--- src/rtl/cipher_link_pkg.sv ---
// cipher_link_pkg: shared widths and FSM state type for the encrypted word serializer
package cipher_link_pkg;
  localparam int WORD_W = 78;
  localparam int SYM_W = 6;
  localparam int SYMS = WORD_W / SYM_W;
  localparam int IDX_W = $clog2(SYMS);
  typedef enum logic {IDLE, SEND} state_t;
endpackage

--- src/rtl/encrypted_word_serializer_if.sv ---
// encrypted_word_serializer_if: word input and symbol output handshakes
interface encrypted_word_serializer_if;
  import cipher_link_pkg::*;
  logic in_valid;
  logic in_ready;
  logic [WORD_W-1:0] in_word;
  logic out_valid;
  logic out_ready;
  logic [SYM_W-1:0] out_sym;
  logic out_first;
  logic out_last;
  modport master (
    output in_valid, in_word, out_ready,
    input in_ready, out_valid, out_sym, out_first, out_last
  );
  modport slave (
    input in_valid, in_word, out_ready,
    output in_ready, out_valid, out_sym, out_first, out_last
  );
endinterface

--- src/rtl/word_fifo.sv ---
// word_fifo: W x DEPTH synchronous FIFO exposing its head word and occupancy
module word_fifo #(
  parameter int W = 78,
  parameter int DEPTH = 2,
  localparam int CW = $clog2(DEPTH + 1)
) (
  input  logic Clk,
  input  logic Rst_n,
  input  logic push,
  input  logic pop,
  input  logic [W-1:0] din,
  output logic [W-1:0] head,
  output logic [CW-1:0] count
);
  localparam int AW = DEPTH > 1 ? $clog2(DEPTH) : 1;
  logic [W-1:0] mem [DEPTH];
  logic [AW-1:0] rd, wr;
  function automatic logic [AW-1:0] inc(input logic [AW-1:0] p);
    return p == AW'(DEPTH - 1) ? '0 : p + AW'(1);
  endfunction
  always_ff @(posedge Clk)
    if (push) mem[wr] <= din;
  always_ff @(posedge Clk or negedge Rst_n)
    if (!Rst_n) begin
      rd <= '0;
      wr <= '0;
      count <= '0;
    end else begin
      if (push) wr <= inc(wr);
      if (pop) rd <= inc(rd);
      count <= count + CW'(push) - CW'(pop);
    end
  assign head = mem[rd];
endmodule

--- src/rtl/encrypted_word_serializer.sv ---
// encrypted_word_serializer: buffers encrypted words and streams each as SYMS symbols, MSB first
module encrypted_word_serializer
  import cipher_link_pkg::*;
#(
  parameter int DEPTH = 2
) (
  input  logic Clk,
  input  logic Rst_n,
  encrypted_word_serializer_if.slave bus,
  output logic [15:0] words_sent
);
  localparam int CW = $clog2(DEPTH + 1);
  state_t state, state_n;
  logic [IDX_W-1:0] sym_idx, idx_n;
  logic [WORD_W-1:0] sh, sh_n, head;
  logic [15:0] ws_n;
  logic [CW-1:0] count, cnt_n;
  logic push, pop, hs, last;
  word_fifo #(.W(WORD_W), .DEPTH(DEPTH)) u_fifo (
    .Clk(Clk),
    .Rst_n(Rst_n),
    .push(push),
    .pop(pop),
    .din(bus.in_word),
    .head(head),
    .count(count)
  );
  assign push = bus.in_valid && bus.in_ready;
  // the next head loads on the same edge as the final symbol leaves, so words run back to back
  always_comb begin
    hs = state == SEND && bus.out_ready;
    last = sym_idx == IDX_W'(SYMS - 1);
    pop = count != '0 && (state == IDLE || (hs && last));
    cnt_n = count + CW'(push) - CW'(pop);
    state_n = pop ? SEND : (hs && last) ? IDLE : state;
    idx_n = pop ? '0 : hs ? sym_idx + IDX_W'(1) : sym_idx;
    sh_n = pop ? head : hs ? sh << SYM_W : sh;
    ws_n = words_sent + 16'(hs && last);
  end
  always_ff @(posedge Clk or negedge Rst_n)
    if (!Rst_n) begin
      state <= IDLE;
      sym_idx <= '0;
      sh <= '0;
      words_sent <= '0;
      bus.in_ready <= 1'b0;
    end else begin
      state <= state_n;
      sym_idx <= idx_n;
      sh <= sh_n;
      words_sent <= ws_n;
      bus.in_ready <= cnt_n < CW'(DEPTH);
    end
  assign bus.out_valid = state == SEND;
  assign bus.out_sym = bus.out_valid ? sh[WORD_W-1 -: SYM_W] : '0;
  assign bus.out_first = bus.out_valid && sym_idx == '0;
  assign bus.out_last = bus.out_valid && last;
endmodule

--- src/flat_wrapper.sv ---
// flat-port wrapper written by rule: the top's interface ports become plain ports
module encrypted_word_serializer_flat import cipher_link_pkg::*;
#(
  parameter int DEPTH = 2
)
  (Clk, Rst_n, words_sent, bus_in_valid, bus_in_word, bus_out_ready, bus_in_ready, bus_out_valid, bus_out_sym, bus_out_first, bus_out_last);
  encrypted_word_serializer_if bus_i ();
  input  logic Clk;
  input  logic Rst_n;
  output logic [15:0] words_sent;
  input wire logic [$bits(bus_i.in_valid)-1:0] bus_in_valid;
  input wire logic [$bits(bus_i.in_word)-1:0] bus_in_word;
  input wire logic [$bits(bus_i.out_ready)-1:0] bus_out_ready;
  output wire logic [$bits(bus_i.in_ready)-1:0] bus_in_ready;
  output wire logic [$bits(bus_i.out_valid)-1:0] bus_out_valid;
  output wire logic [$bits(bus_i.out_sym)-1:0] bus_out_sym;
  output wire logic [$bits(bus_i.out_first)-1:0] bus_out_first;
  output wire logic [$bits(bus_i.out_last)-1:0] bus_out_last;
  assign bus_i.in_valid = bus_in_valid;
  assign bus_i.in_word = bus_in_word;
  assign bus_i.out_ready = bus_out_ready;
  assign bus_in_ready = bus_i.in_ready;
  assign bus_out_valid = bus_i.out_valid;
  assign bus_out_sym = bus_i.out_sym;
  assign bus_out_first = bus_i.out_first;
  assign bus_out_last = bus_i.out_last;
  encrypted_word_serializer #(.DEPTH(DEPTH)) u_core (.Clk(Clk), .Rst_n(Rst_n), .bus(bus_i), .words_sent(words_sent));
endmodule
--- config.mk ---
export PLATFORM = sky130hd
export DESIGN_NAME = encrypted_word_serializer_flat
export DESIGN_NICKNAME = d
export VERILOG_FILES = /design/src/rtl/cipher_link_pkg.sv /design/src/rtl/encrypted_word_serializer_if.sv /design/src/rtl/word_fifo.sv /design/src/rtl/encrypted_word_serializer.sv /design/src/flat_wrapper.sv
export SDC_FILE = /design/constraint.sdc
export NUM_CORES = 1
export LEC_CHECK = 0
export ABC_AREA = 0
export CAP_MARGIN = 15
export CORE_MARGIN = 2
export CORE_UTILIZATION = 60
export CTS_CLUSTER_SIZE = 14
export DETAILED_ROUTE_END_ITERATION = 10
export PLACE_DENSITY = 0.84
export SKIP_CTS_REPAIR_TIMING = 1
export SYNTH_ARGS = -nofsm -noshare
export SYNTH_HDL_FRONTEND = slang
export SYNTH_SLANG_ARGS = --single-unit
--- constraint.sdc ---
create_clock -name Clk -period 7.8 [get_ports Clk]
set_clock_uncertainty 0.05 [all_clocks]
set_input_delay 1.17 -clock Clk [delete_from_list [all_inputs] [get_ports Clk]]
set_output_delay 1.17 -clock Clk [all_outputs]
set_load 0.02 [all_outputs]
### Word level (Yosys, flattened, before mapping)

Memories as Yosys holds them, arrays and structs flattened.
Cells that the tools add are included.

| word-level totals | value |
|---|---|
| bits in registers | 104 |
| input bits | 82 |
| output and inout port bits | 26 |
| memories kept | 1 |
| bits in writable memories | 156 |
| logic and storage cells | 40 |

Memory list:

| name | words | width | read ports | clocked after Yosys merged registers in | write ports | line | text |
|---|---|---|---|---|---|---|---|
| u_core.u_fifo.mem | 2 | 78 | 1 | 0 | 1 | word_fifo.sv:16 | `logic [W-1:0] mem [DEPTH];` |

| operators by class | value |
|---|---|
| equal/unequal tests | 1 |
| multiplexer cells | 11 |
| order comparisons | 1 |
| reduce and logical (&&, ||, !) cells | 11 |
| bitwise logic cells | 1 |
| add/sub/neg operators | 6 |

Operators by type and width:

| operator | number |
|---|---|
| 78-bit 2-to-1 mux | 2 |
| 16-bit by 1-bit adder with 16-bit output | 1 |
| 4-bit 2-to-1 mux | 2 |
| 1-bit logical AND | 6 |
| 1-bit 2-to-1 mux | 6 |
| 6-bit 2-to-1 mux | 1 |
| 2-bit nonzero test | 3 |
| 4-bit by 1-bit adder with 4-bit output, second input constant | 1 |
| 4-bit == test, second input constant | 1 |
| 4-bit zero test | 1 |
| 1-bit adder, second input constant | 2 |
| 2-bit by 1-bit adder with 2-bit output | 1 |
| 2-bit less-than comparator, second input constant | 1 |
| 2-bit by 1-bit subtractor with 2-bit output | 1 |
| 1-bit logical OR | 1 |
| 1-bit NOT | 1 |

### Longest topological paths before layout

Gate-level depths: netlist of the first run.

| logic depth | value |
|---|---|
| word-level depth | 6 |
| mapped depth | 11 |
| depth with buffers taken out | 10 |

### Hierarchy

Synthesis of the first run repeated with hierarchy kept, for this count alone.

| unflattened totals | value |
|---|---|
| cells, all modules | 618 |
| area, all modules | 10721.5 um2 |

Modules (own cells, without submodules):

| module | cells an instance | times used | sequential area each (um2) | area an instance (um2) |
|---|---|---|---|---|
| word_fifo | 256 | 1 | 4784.6 | 5850.6 |
| encrypted_word_serializer | 362 | 1 | 2502.4 | 4870.9 |

### Worst setup path before layout of the first run

Ideal clock, no wire load.

| timing | value |
|---|---|
| path kind | input port to flip-flop |
| start | input bus_in_valid |
| end | memory u_core.u_fifo.mem[0][0] (enable) |
| required time | 7235 ps |
| path slack | 2657 ps |
| library setup time | 515 ps |
| cell stages on the path | 2 |
| buffers on the path | 0 |
| data arrival time | 4578 ps |
| cell sequence | nand2_1 > nor2_1 |

| on the way | value |
|---|---|
| cells in the longest elaborated chain, start to end | 3 |

RTL lines:

| what | line | text |
|---|---|---|
| start: declaration | flat_wrapper.sv:11 | `input wire logic [$bits(bus_i.in_valid)-1:0] bus_in_valid;` |
| 1-bit logical AND | encrypted_word_serializer.sv:28 | `assign push = bus.in_valid && bus.in_ready;` |
| 1-bit 2-to-1 mux | word_fifo.sv:22 | `if (push) mem[wr] <= din;` |
| 1-bit 2-to-1 mux (not written as such) | word_fifo.sv:22 |  |
| end: declaration | word_fifo.sv:16 |  |

Every way passes these cells.

### Worst setup path in the final report of the first run

| timing | value |
|---|---|
| start | input bus_out_ready |
| end | register u_core.sh[32] |

| on the way | value |
|---|---|
| cells in the longest elaborated chain, start to end | 5 |
| elaborated cells on any way between the ends | 6 |
| those cells by class | mux (1); reduce/logical (5) |

RTL lines:

| what | line | text |
|---|---|---|
| start: declaration | flat_wrapper.sv:13 | `input wire logic [$bits(bus_i.out_ready)-1:0] bus_out_ready;` |
| 1-bit logical AND (*) | encrypted_word_serializer.sv:31 | `hs = state == SEND && bus.out_ready;` |
| 1-bit logical AND | encrypted_word_serializer.sv:33 | `pop = count != '0 && (state == IDLE \|\| (hs && last));` |
| 1-bit logical OR | encrypted_word_serializer.sv:33 |  |
| 1-bit logical AND | encrypted_word_serializer.sv:33 |  |
| 78-bit 2-to-1 mux or 2-bit nonzero test (tied branches) | - |  |
| end signal: assignment | encrypted_word_serializer.sv:50 | `sh <= sh_n;` |
| end: declaration | encrypted_word_serializer.sv:15 | `logic [WORD_W-1:0] sh, sh_n, head;` |

Every way passes the cells marked *; elsewhere a longest branch is shown, timed or not.
A chain may end at the register's enable or synchronous reset.

==> impl_metrics.tcl, run 1 <==
set metrics [dict create \
    whs_ns 0.428 \
    fillCellCount 997 \
    htree_levels 1 \
    regToRegStartpoint "u_core.sym_idx[0]$_DFFE_PN0P_" \
    core_sq_um 16700 \
    synth_area_leader_cell "edfxtp_1" \
    row_count 47 \
    via_count 6189 \
    grt_pass1_wl_um 31400 \
    crit_required_ns 8.18 \
    grt_max_degree 115 \
    antenna_found_initial 0 \
    synth.distinct_cells 30 \
    synth_area_leaders "edfxtp_1 45%, dfrtp_1 25%, mux2i_1 7.6%, a211oi_1 5.3%, and3_1 4.4%" \
    hold_violations 0 \
    endpoint_kind "register" \
    hold_depth 1 \
    drtIter0Drc 603 \
    syn_area_sq_um 10300 \
    design_area_sq_um 12400 \
    regArea_sq_um 7290 \
    routed_wl_um 20000 \
    p_total_uw 4210 \
    maxSlewViolCount 0 \
    grt_overflow 0 \
    clock-root-buffer "clkbuf_16" \
    start_util_pct 61.9 \
    setup.worst_path.class "input pin to register" \
    pwr-share-clk_pct 30.3 \
    seqPwrFrac_pct 47.8 \
    slew-limit-headroom_pct 26.4 \
    fp.dieH_um 135 \
    remaining_drc_errors 0 \
    ys_top_cells_by_count "156 x edfxtp_1, 104 x dfrtp_1, 78 x mux2i_1, 74 x a21oi_1" \
    dieWidth_um 135 \
    setup_viol 0 \
    cellPowerDensity_nw_per_um2 339 \
    synth_area_per_cell_sq_um 14.6 \
    wire_per_inst_um 19.4 \
    worstSetupStartpointType "input pin" \
    ys_async_sr_fraction_pct 40.0 \
    power_leakage_uw 0.00507 \
    vias_per_cell 5.98 \
    synth.most_common_cell "edfxtp_1" \
    synthToLayoutAreaGrowth_pct 20.2 \
    clk_pin_slew_ns 0.06 \
    clkSinkCount 260 \
    multi_input_area_sq_um 2800 \
    r2r_cells 7 \
    fmax_mhz 247 \
    drive_gt1_share_pct 6.87 \
    nets 885 \
    numPortBuffers 107 \
    tightest_slew_ns 1.10 \
    status "completed" \
    setup.reg_to_reg.worst_slack_ns 4.67 \
    worstHoldEndpoint "u_core.words_sent[15]$_DFF_PN0_" \
    critPathArrivalTime_ns 4.42 \
    r2r_end "u_core.sh[32]$_DFFE_PN0P_" \
    ys_ff_latch 260 \
    syn_nets 796 \
    holdCritPathClass "register to register" \
    power.switching_uw 1190 \
    crit_fanout 114 \
    drv_cap 0 \
    synth_ff_type "edfxtp_1" \
    synth.top_cell.area_share_pct 45.3 \
    hold_path_startpoint "u_core.words_sent[15]$_DFF_PN0_" \
    pwr-share-comb_pct 21.9 \
    p_int_uw 3020 \
    period_minus_slack_ns 4.05 \
    irDropWorstVdd_mv 0.215 \
    drt-pass1-iter-count 5 \
    num_antenna_cells 0 \
    synth_cells 708 \
    grt_pass1_vias 6171 \
    hpwlAfterDp_um 12000 \
    insertion_delay_ns 0.51 \
    cts_tree "done" \
    switching_share_pct 28.3 \
    cts_buffers 25 \
    ys_seq_area_share_pct 70.5 \
    synth-edff-count 156 \
    yosys_warnings 0 \
    period_share_pct 51.9 \
    rsz0062_at_grt "false" \
    grt_usage_pct 22.0 \
    clk_path_buf_depth 3 \
    placed_area_sq_um 11500 \
    io_pins 108 \
    detail-route-antenna-nets 0 \
    finalSetupTns_ns 0 \
    gp_congestion 0.801 \
    dieArea_sq_um 18300 \
]
power by group through the flow:
stage / clock network (uW) / logic, uW / registers (uW)
2_1_floorplan: 0 / 674 / 1960
3_3_place_gp: 0 / 871 / 2010
3_5_place_dp: 0 / 913 / 2030
4_1_cts: 1290 / 925 / 2010
5_1_grt: 1350 / 1010 / 2040
6_report: 1280 / 922 / 2010
area by class of cell:
| class | instances | area share [%] |
|---|---|---|
| inverter | 4 | 0.121 |
| clock buffer | 37 | 5.96 |
| sequential | 260 | 58.7 |
| timing repair buffer | 114 | 9.31 |
| multi-input combinational | 392 | 22.5 |
| clock inverter | 8 | 1.14 |
| tap | 220 | 2.22 |
routing by layer:
layer  track usage [%]  part of all wire, %  up-vias
met3              3.18                  5.9       35
met2              37.3                   50      199
li1                  -                    -     2879
met1              29.7                   42     3076
met5                 0                    0        -
met4              7.18                  2.0        0
layout by cell type, fill, tap and decap left out, drive strengths merged:
cell type / instances
nor4: 1
edfxtp: 156
ha: 6
buf: 9
inv: 5
and2: 7
mux2i: 78
clkbuf: 37
xor2: 11
dfrtp: 104
and4: 2
nand4: 4
a211oi: 73
xnor2: 11
o21ai: 6
clkinv: 3
and3: 73
nand2: 13
o22ai: 1
a41oi: 1
a21oi: 75
nand3: 14
bufinv: 4
clkdlybuf4s50: 105
nor2: 11
nor3: 5
flip-flops by register name, summed over array words and instances, names as in the netlist:
register,cells
u_core.u_fifo.count,2
u_core.bus.in_ready,1
u_core.u_fifo.rd,1
u_core.sym_idx,4
u_core.bus.out_valid,1
u_core.u_fifo.mem,156
u_core.words_sent,16
u_core.u_fifo.wr,1
u_core.sh,78
worst max-delay path: stages:
cell and delay [ns]:
buf_2 0.81, nand4_1 0.31, a21oi_4 0.75, buf_4 0.93, a211oi_1 0.17, a21oi_1 0.20
how the worst max path moves through the flow:
| stage | from | end | slack (ns) | depth (start not counted) |
|---|---|---|---|---|
| detailed placement | bus_out_ready | u_core.sh[32]$_DFFE_PN0P_ | 3.36 | 6 |
| floorplan | bus_in_valid | u_core.u_fifo.mem[0][0]$_DFFE_PP_ | 2.66 | 2 |
| global route | bus_out_ready | u_core.sh[32]$_DFFE_PN0P_ | 3.54 | 6 |
| CTS | u_core.bus.out_valid$_DFFE_PN0P_ | bus_out_last | 3.86 | 3 |
| global placement | bus_out_ready | u_core.sh[59]$_DFFE_PN0P_ | 3.57 | 6 |
| finish | bus_out_ready | u_core.sh[32]$_DFFE_PN0P_ | 3.75 | 6 |
through the flow:
| stage | std cells | worst slack [ns] | utilization, % |
|---|---|---|---|
| floorplan | 708 | 2.66 | - |
| global route | 1035 | 3.54 | 74.4 |
| CTS | 1033 | 3.86 | 74.0 |
| global placement | 988 | 3.57 | 68.8 |
| finish | 1035 | 3.75 | 74.4 |
| detailed placement | 988 | 3.36 | 68.8 |
cell families after synthesis:
| logic type | after synthesis | synth area share [%] |
|---|---|---|
| mux | 78 | 7.56 |
| fa+ha+maj | 6 | 0.727 |
| simple gates | 130 | 7.34 |
| flops | 260 | 70.5 |
| xor+xnor | 22 | 1.86 |
| compound gates | 156 | 9.41 |
| buf+inv | 56 | 2.58 |
Note: power is estimated with default switching activity, not from simulation.
==> inputs of run 2 (changes only) <==
--- a/config.mk
+++ b/config.mk
@@ -8,10 +8,10 @@
 export ABC_AREA = 0
 export CAP_MARGIN = 15
 export CORE_MARGIN = 2
-export CORE_UTILIZATION = 60
+export CORE_UTILIZATION = 56
 export CTS_CLUSTER_SIZE = 14
 export DETAILED_ROUTE_END_ITERATION = 10
-export PLACE_DENSITY = 0.84
+export PLACE_DENSITY = 0.79
 export SKIP_CTS_REPAIR_TIMING = 1
 export SYNTH_ARGS = -nofsm -noshare
 export SYNTH_HDL_FRONTEND = slang
==> constraint.sdc (replaced) <==
create_clock -name Clk -period 4 [get_ports Clk]
set_clock_uncertainty 0.05 [all_clocks]
set_input_delay 0.6 -clock Clk [delete_from_list [all_inputs] [get_ports Clk]]
set_output_delay 0.6 -clock Clk [all_outputs]
set_load 0.02 [all_outputs]
==> run 2 against run 1 <==
Effect of this change: first-iteration DRC count shrank 17%; design area is essentially flat; register-to-register slack got worse by 3.2 ns.
==> impl_metrics.tcl, run 2 (synthesized netlist as in run 1, its figures left out) <==
set metrics [dict create \
    drt-met1-wl_um 8610 \
    grt_max_degree 82 \
    clkSinkCount 260 \
    stdcell_count 1054 \
    mostFrequentLayoutCells "156 x edfxtp_1, 105 x clkdlybuf4s50_1, 102 x dfrtp_1" \
    row_count 49 \
    multi_input_area_sq_um 2800 \
    largest_reg_flops 156 \
    regArea_sq_um 7290 \
    fmax_mhz 334 \
    clk_path_buf_depth 3 \
    p_total_uw 8140 \
    period_share_pct 74.8 \
    fillCellCount 1214 \
    insertion_delay_ns 0.52 \
    p_int_uw 5840 \
    route.met2.wl_um 9910 \
    detail-route-antenna-nets 0 \
    place_ws_ns 1.37 \
    remaining_drc_errors 0 \
    crit_fanout 4 \
    antenna_found_initial 1 \
    start_util_pct 57.3 \
    power.switching_uw 2300 \
    worstSetupStartpointType "register" \
    via_count 6256 \
    setup.worst_path.class "register to output port" \
    clk_pin_slew_ns 0.06 \
    cts_buffers 26 \
    grt_pass1_wl_um 32700 \
    fin_ws_ns 1.01 \
    htree_levels 1 \
    top_regs "u_core.u_fifo.mem: 156 flops, u_core.sh: 78 flops, u_core.words_sent: 16 flops" \
    io_pins 108 \
    tightest_slew_ns 1.10 \
    wire_per_inst_um 19.0 \
    power_leakage_uw 0.00508 \
    status "completed" \
    rsz0062_at_grt "false" \
    numPortBuffers 107 \
    nets 892 \
    gp_congestion 0.774 \
    pwr-share-clk_pct 30.1 \
    hpwlAfterDp_um 12600 \
    final_common_cell "edfxtp_1" \
    critPathArrivalTime_ns 2.34 \
    seqPwrFrac_pct 48.6 \
    slew-limit-headroom_pct 27.0 \
    holdCritPathClass "input pin to asynchronous set/reset pin" \
    maxSlewViolCount 0 \
    dp_cells 1005 \
    cts_tree "done" \
    dieArea_sq_um 19600 \
    grt_usage_pct 20.7 \
    endpoint_kind "output port" \
    grt_overflow 0 \
    irDropWorstVdd_mv 0.477 \
    crit_required_ns 3.35 \
    fp.dieH_um 140 \
    vias_per_cell 5.94 \
    switching_share_pct 28.3 \
    dieWidth_um 140 \
    routed_wl_um 20000 \
    drtIter0Drc 499 \
    cellPowerDensity_nw_per_um2 655 \
    r2r_cells 7 \
    synthToLayoutAreaGrowth_pct 20.3 \
    pwr-share-comb_pct 21.3 \
    drv_cap 0 \
    drive_gt1_share_pct 7.40 \
    hold_violations 0 \
    core_sq_um 18000 \
    period_minus_slack_ns 2.99 \
    highest_layer "met4" \
    drt-pass1-iter-count 4 \
    finalSetupTns_ns 0 \
    clock-root-buffer "clkbuf_16" \
    top_register "u_core.u_fifo.mem" \
    grt_pass1_vias 6360 \
    setup_viol 0 \
    wl_met3_um 959 \
]
==> run 2: cell count changes in the layout (fill, tap and decap cells not counted), sizes merged <==
cell	before	now
inv	5	4
clkinv	3	10
buf	9	15
diode	0	1
clkbuf	37	34
==> run 2: area by class of cell <==
cell class | count | share of cell area [%]
antenna | 1 | 0.0201
clock buffer | 34 | 5.65
clock inverter | 14 | 1.36
inverter | 4 | 0.121
multi-input combinational | 392 | 22.5
sequential | 260 | 58.7
tap | 229 | 2.31
timing repair buffer | 120 | 9.34
==> run 2: stage by stage <==
step                      area [sq um]  hold slack (ns)  util [%]
final                            12400           0.0621      68.9
after global routing             12400            0.116      68.9
after CTS                        12400           0.0749      68.9
after detailed placement         11600            0.417      64.1
after global placement           11600            0.408      64.1
after floorplan                  10300            0.254         -
==> run 2: path summary, 6_finish.rpt <==
kind	slack, ns	from	to
max	1.01	u_core.sym_idx[0]$_DFFE_PN0P_	bus_out_first
min	0.06	Rst_n	u_core.sh[65]$_DFFE_PN0P_
max reg2reg	1.44	u_core.sym_idx[0]$_DFFE_PN0P_	u_core.sh[20]$_DFFE_PN0P_
min reg2reg	0.42	u_core.words_sent[15]$_DFF_PN0_	u_core.words_sent[15]$_DFF_PN0_
max in group asynchronous	3.02	Rst_n	u_core.words_sent[4]$_DFF_PN0_
min in group Clk	0.42	u_core.words_sent[15]$_DFF_PN0_	u_core.words_sent[15]$_DFF_PN0_
==> run 2: worst max-delay path, cell delays in order, from the launching register on <==
cell and delay, ns:
dfrtp_1 0.41, inv_1 0.11, ha_1 0.24, nand2_1 0.07, nor3_1 0.31, clkdlybuf4s50_1 0.68
==> run 2: power by group through the flow <==
stage	sequential, uW	combinational (uW)	clock (uW)
2_1_floorplan	3820	1320	0
5_1_grt	4020	1920	2600
6_report	3960	1730	2460
3_3_place_gp	3960	1680	0
4_1_cts	3950	1760	2490
3_5_place_dp	3990	1740	0
==> run 2: metal layers <==
layer | vias up | track usage, %
met3 | 40 | 2.99
met5 | - | 0
li1 | 2903 | -
met1 | 3117 | 29.1
met2 | 196 | 34.2
met4 | 0 | 6.11
==> inputs of run 3 (changes only) <==
==> constraint.sdc (replaced) <==
create_clock -name Clk -period 2.9 [get_ports Clk]
set_clock_uncertainty 0.05 [all_clocks]
set_input_delay 0.435 -clock Clk [delete_from_list [all_inputs] [get_ports Clk]]
set_output_delay 0.435 -clock Clk [all_outputs]
set_load 0.02 [all_outputs]
==> run 3 against run 2 <==
Effect of this change: the run now ends with hold timing left; first-iteration DRC count increased by 13%; wire length increased by 4.3%; combinational power increased by 45%; power increased by 36%; worst setup slack got worse by 0.85 ns; via count increased by 2.1%; sequential share of layout area decreased by 0.094 points; sequential power increased by 37%; design area increased by 0.16%; flip-flop and latch count unchanged; critical endpoint unchanged.
==> impl_metrics.tcl, run 3 (synthesized netlist as in run 1, its figures left out) <==
set metrics [dict create \
    status "finished with violations" \
    violations "hold timing" \
    crit_required_ns 2.41 \
    clk_path_buf_depth 3 \
    drive_gt1_share_pct 7.60 \
    tightest_slew_ns 0.884 \
    grt_max_degree 82 \
    whs_ns -0.0371 \
    via_count 6386 \
    cts_buffers 26 \
    drtIter0Drc 562 \
    power_leakage_uw 0.00507 \
    p_total_uw 11100 \
    hpwlAfterDp_um 12800 \
    endpoint_kind "output port" \
    fillCellCount 1237 \
    drt-pass1-iter-count 5 \
    insertion_delay_ns 0.52 \
    synthToLayoutAreaGrowth_pct 20.5 \
    fp.dieH_um 140 \
    core_sq_um 18000 \
    rsz0062_at_grt "false" \
    finalSetupTns_ns 0 \
    numPortBuffers 107 \
    clkSinkCount 260 \
    row_count 49 \
    final_common_cell "edfxtp_1" \
    dieArea_sq_um 19600 \
    setup.worst_path.class "register to output port" \
    largest_reg_flops 156 \
    holdCritPathClass "input pin to asynchronous set/reset pin" \
    clock-root-buffer "clkbuf_16" \
    antenna_found_initial 1 \
    gp_congestion 0.763 \
    period_share_pct 94.6 \
    mostFrequentLayoutCells "156 x edfxtp_1, 105 x clkdlybuf4s50_1, 102 x dfrtp_1" \
    detail-route-antenna-nets 0 \
    regArea_sq_um 7290 \
    nets 897 \
    crit_fanout 4 \
    grt_pass1_wl_um 33200 \
    hold_violations 60 \
    clk_pin_slew_ns 0.06 \
    maxSlewViolCount 0 \
    top_register "u_core.u_fifo.mem" \
    top_regs "u_core.u_fifo.mem: 156 flops, u_core.sh: 78 flops, u_core.words_sent: 16 flops" \
    start_util_pct 57.3 \
    stdcell_count 1059 \
    cellPowerDensity_nw_per_um2 888 \
    multi_input_area_sq_um 2800 \
    dp_cells 1010 \
    grt_usage_pct 21.0 \
    period_minus_slack_ns 2.74 \
    setup_viol 0 \
    io_pins 108 \
    critPathArrivalTime_ns 2.26 \
    remaining_drc_errors 0 \
    slew-limit-headroom_pct 41.1 \
    irDropWorstVdd_mv 0.552 \
    drv_cap 0 \
    routed_wl_um 20900 \
    fmax_mhz 365 \
    finish.utilization_pct 69.1 \
    worstSetupStartpointType "register" \
    vias_per_cell 6.03 \
    dieWidth_um 140 \
    wire_per_inst_um 19.7 \
    grt_pass1_vias 6585 \
    cts_tree "done" \
    htree_levels 1 \
    grt_overflow 0 \
]
[run 3: per-layer routing]
| layer | GRT usage [%] | vias up | share of wire (%) | wire length (um) |
|---|---|---|---|---|
| li1 | - | 2917 | - | - |
| met1 | 28.7 | 3242 | 43 | 8960 |
| met2 | 36.0 | 193 | 50 | 10400 |
| met3 | 2.79 | 34 | 5.1 | 1070 |
| met4 | 5.95 | 0 | 2.0 | 423 |
| met5 | 0 | - | 0 | 0 |
[run 3: critical path, stage by stage (launching register included)]
cell and delay (ns):
dfrtp_1 0.40, inv_1 0.10, ha_1 0.22, nand2_1 0.12, nor3_2 0.24, clkdlybuf4s50_1 0.67
[run 3: per-stage QoR]
step | hold WS (ns) | area [sq um] | worst slack (ns)
2_1_floorplan | 0.0894 | 10300 | 0.0252
3_3_place_gp | 0.408 | 11600 | 0.659
3_5_place_dp | 0.433 | 11600 | 0.467
4_1_cts | -0.0144 | 12400 | 0.0200
5_1_grt | 0.0242 | 12400 | 0.0992
6_report | -0.0371 | 12400 | 0.158
[run 3: worst paths after layout]
path	startpoint	end	slack [ns]	depth (start not counted)
worst max-delay path	u_core.sym_idx[0]$_DFFE_PN0P_	bus_out_first	0.16	5
worst min-delay path	Rst_n	u_core.sh[66]$_DFFE_PN0P_	-0.04	1
worst max register to register	u_core.sym_idx[0]$_DFFE_PN0P_	u_core.words_sent[14]$_DFF_PN0_	0.39	10
worst min register to register	u_core.words_sent[15]$_DFF_PN0_	u_core.words_sent[15]$_DFF_PN0_	0.44	1
max in group asynchronous	Rst_n	u_core.sh[2]$_DFFE_PN0P_	2.09	2
min in group Clk	bus_out_ready	u_core.bus.out_valid$_DFFE_PN0P_	0.38	4
[run 3: final cells by class]
type	instances	area share, %
diodes	1	0.0201
clock buffers	44	6.26
clock inverters	4	0.151
inverters	4	0.121
multi-input cells	392	22.5
flip-flops and latches	260	58.6
well taps	229	2.30
repair buffers	125	10.0
[run 3: where the power goes]
part           switching (uW)  internal [uW]  leakage, uW  total, uW
Clock                    1300           1820     0.000388       3120
Combinational            1360           1150      0.00188       2510
Sequential                539           4890      0.00280       5430
Total                    3200           7860      0.00507      11100
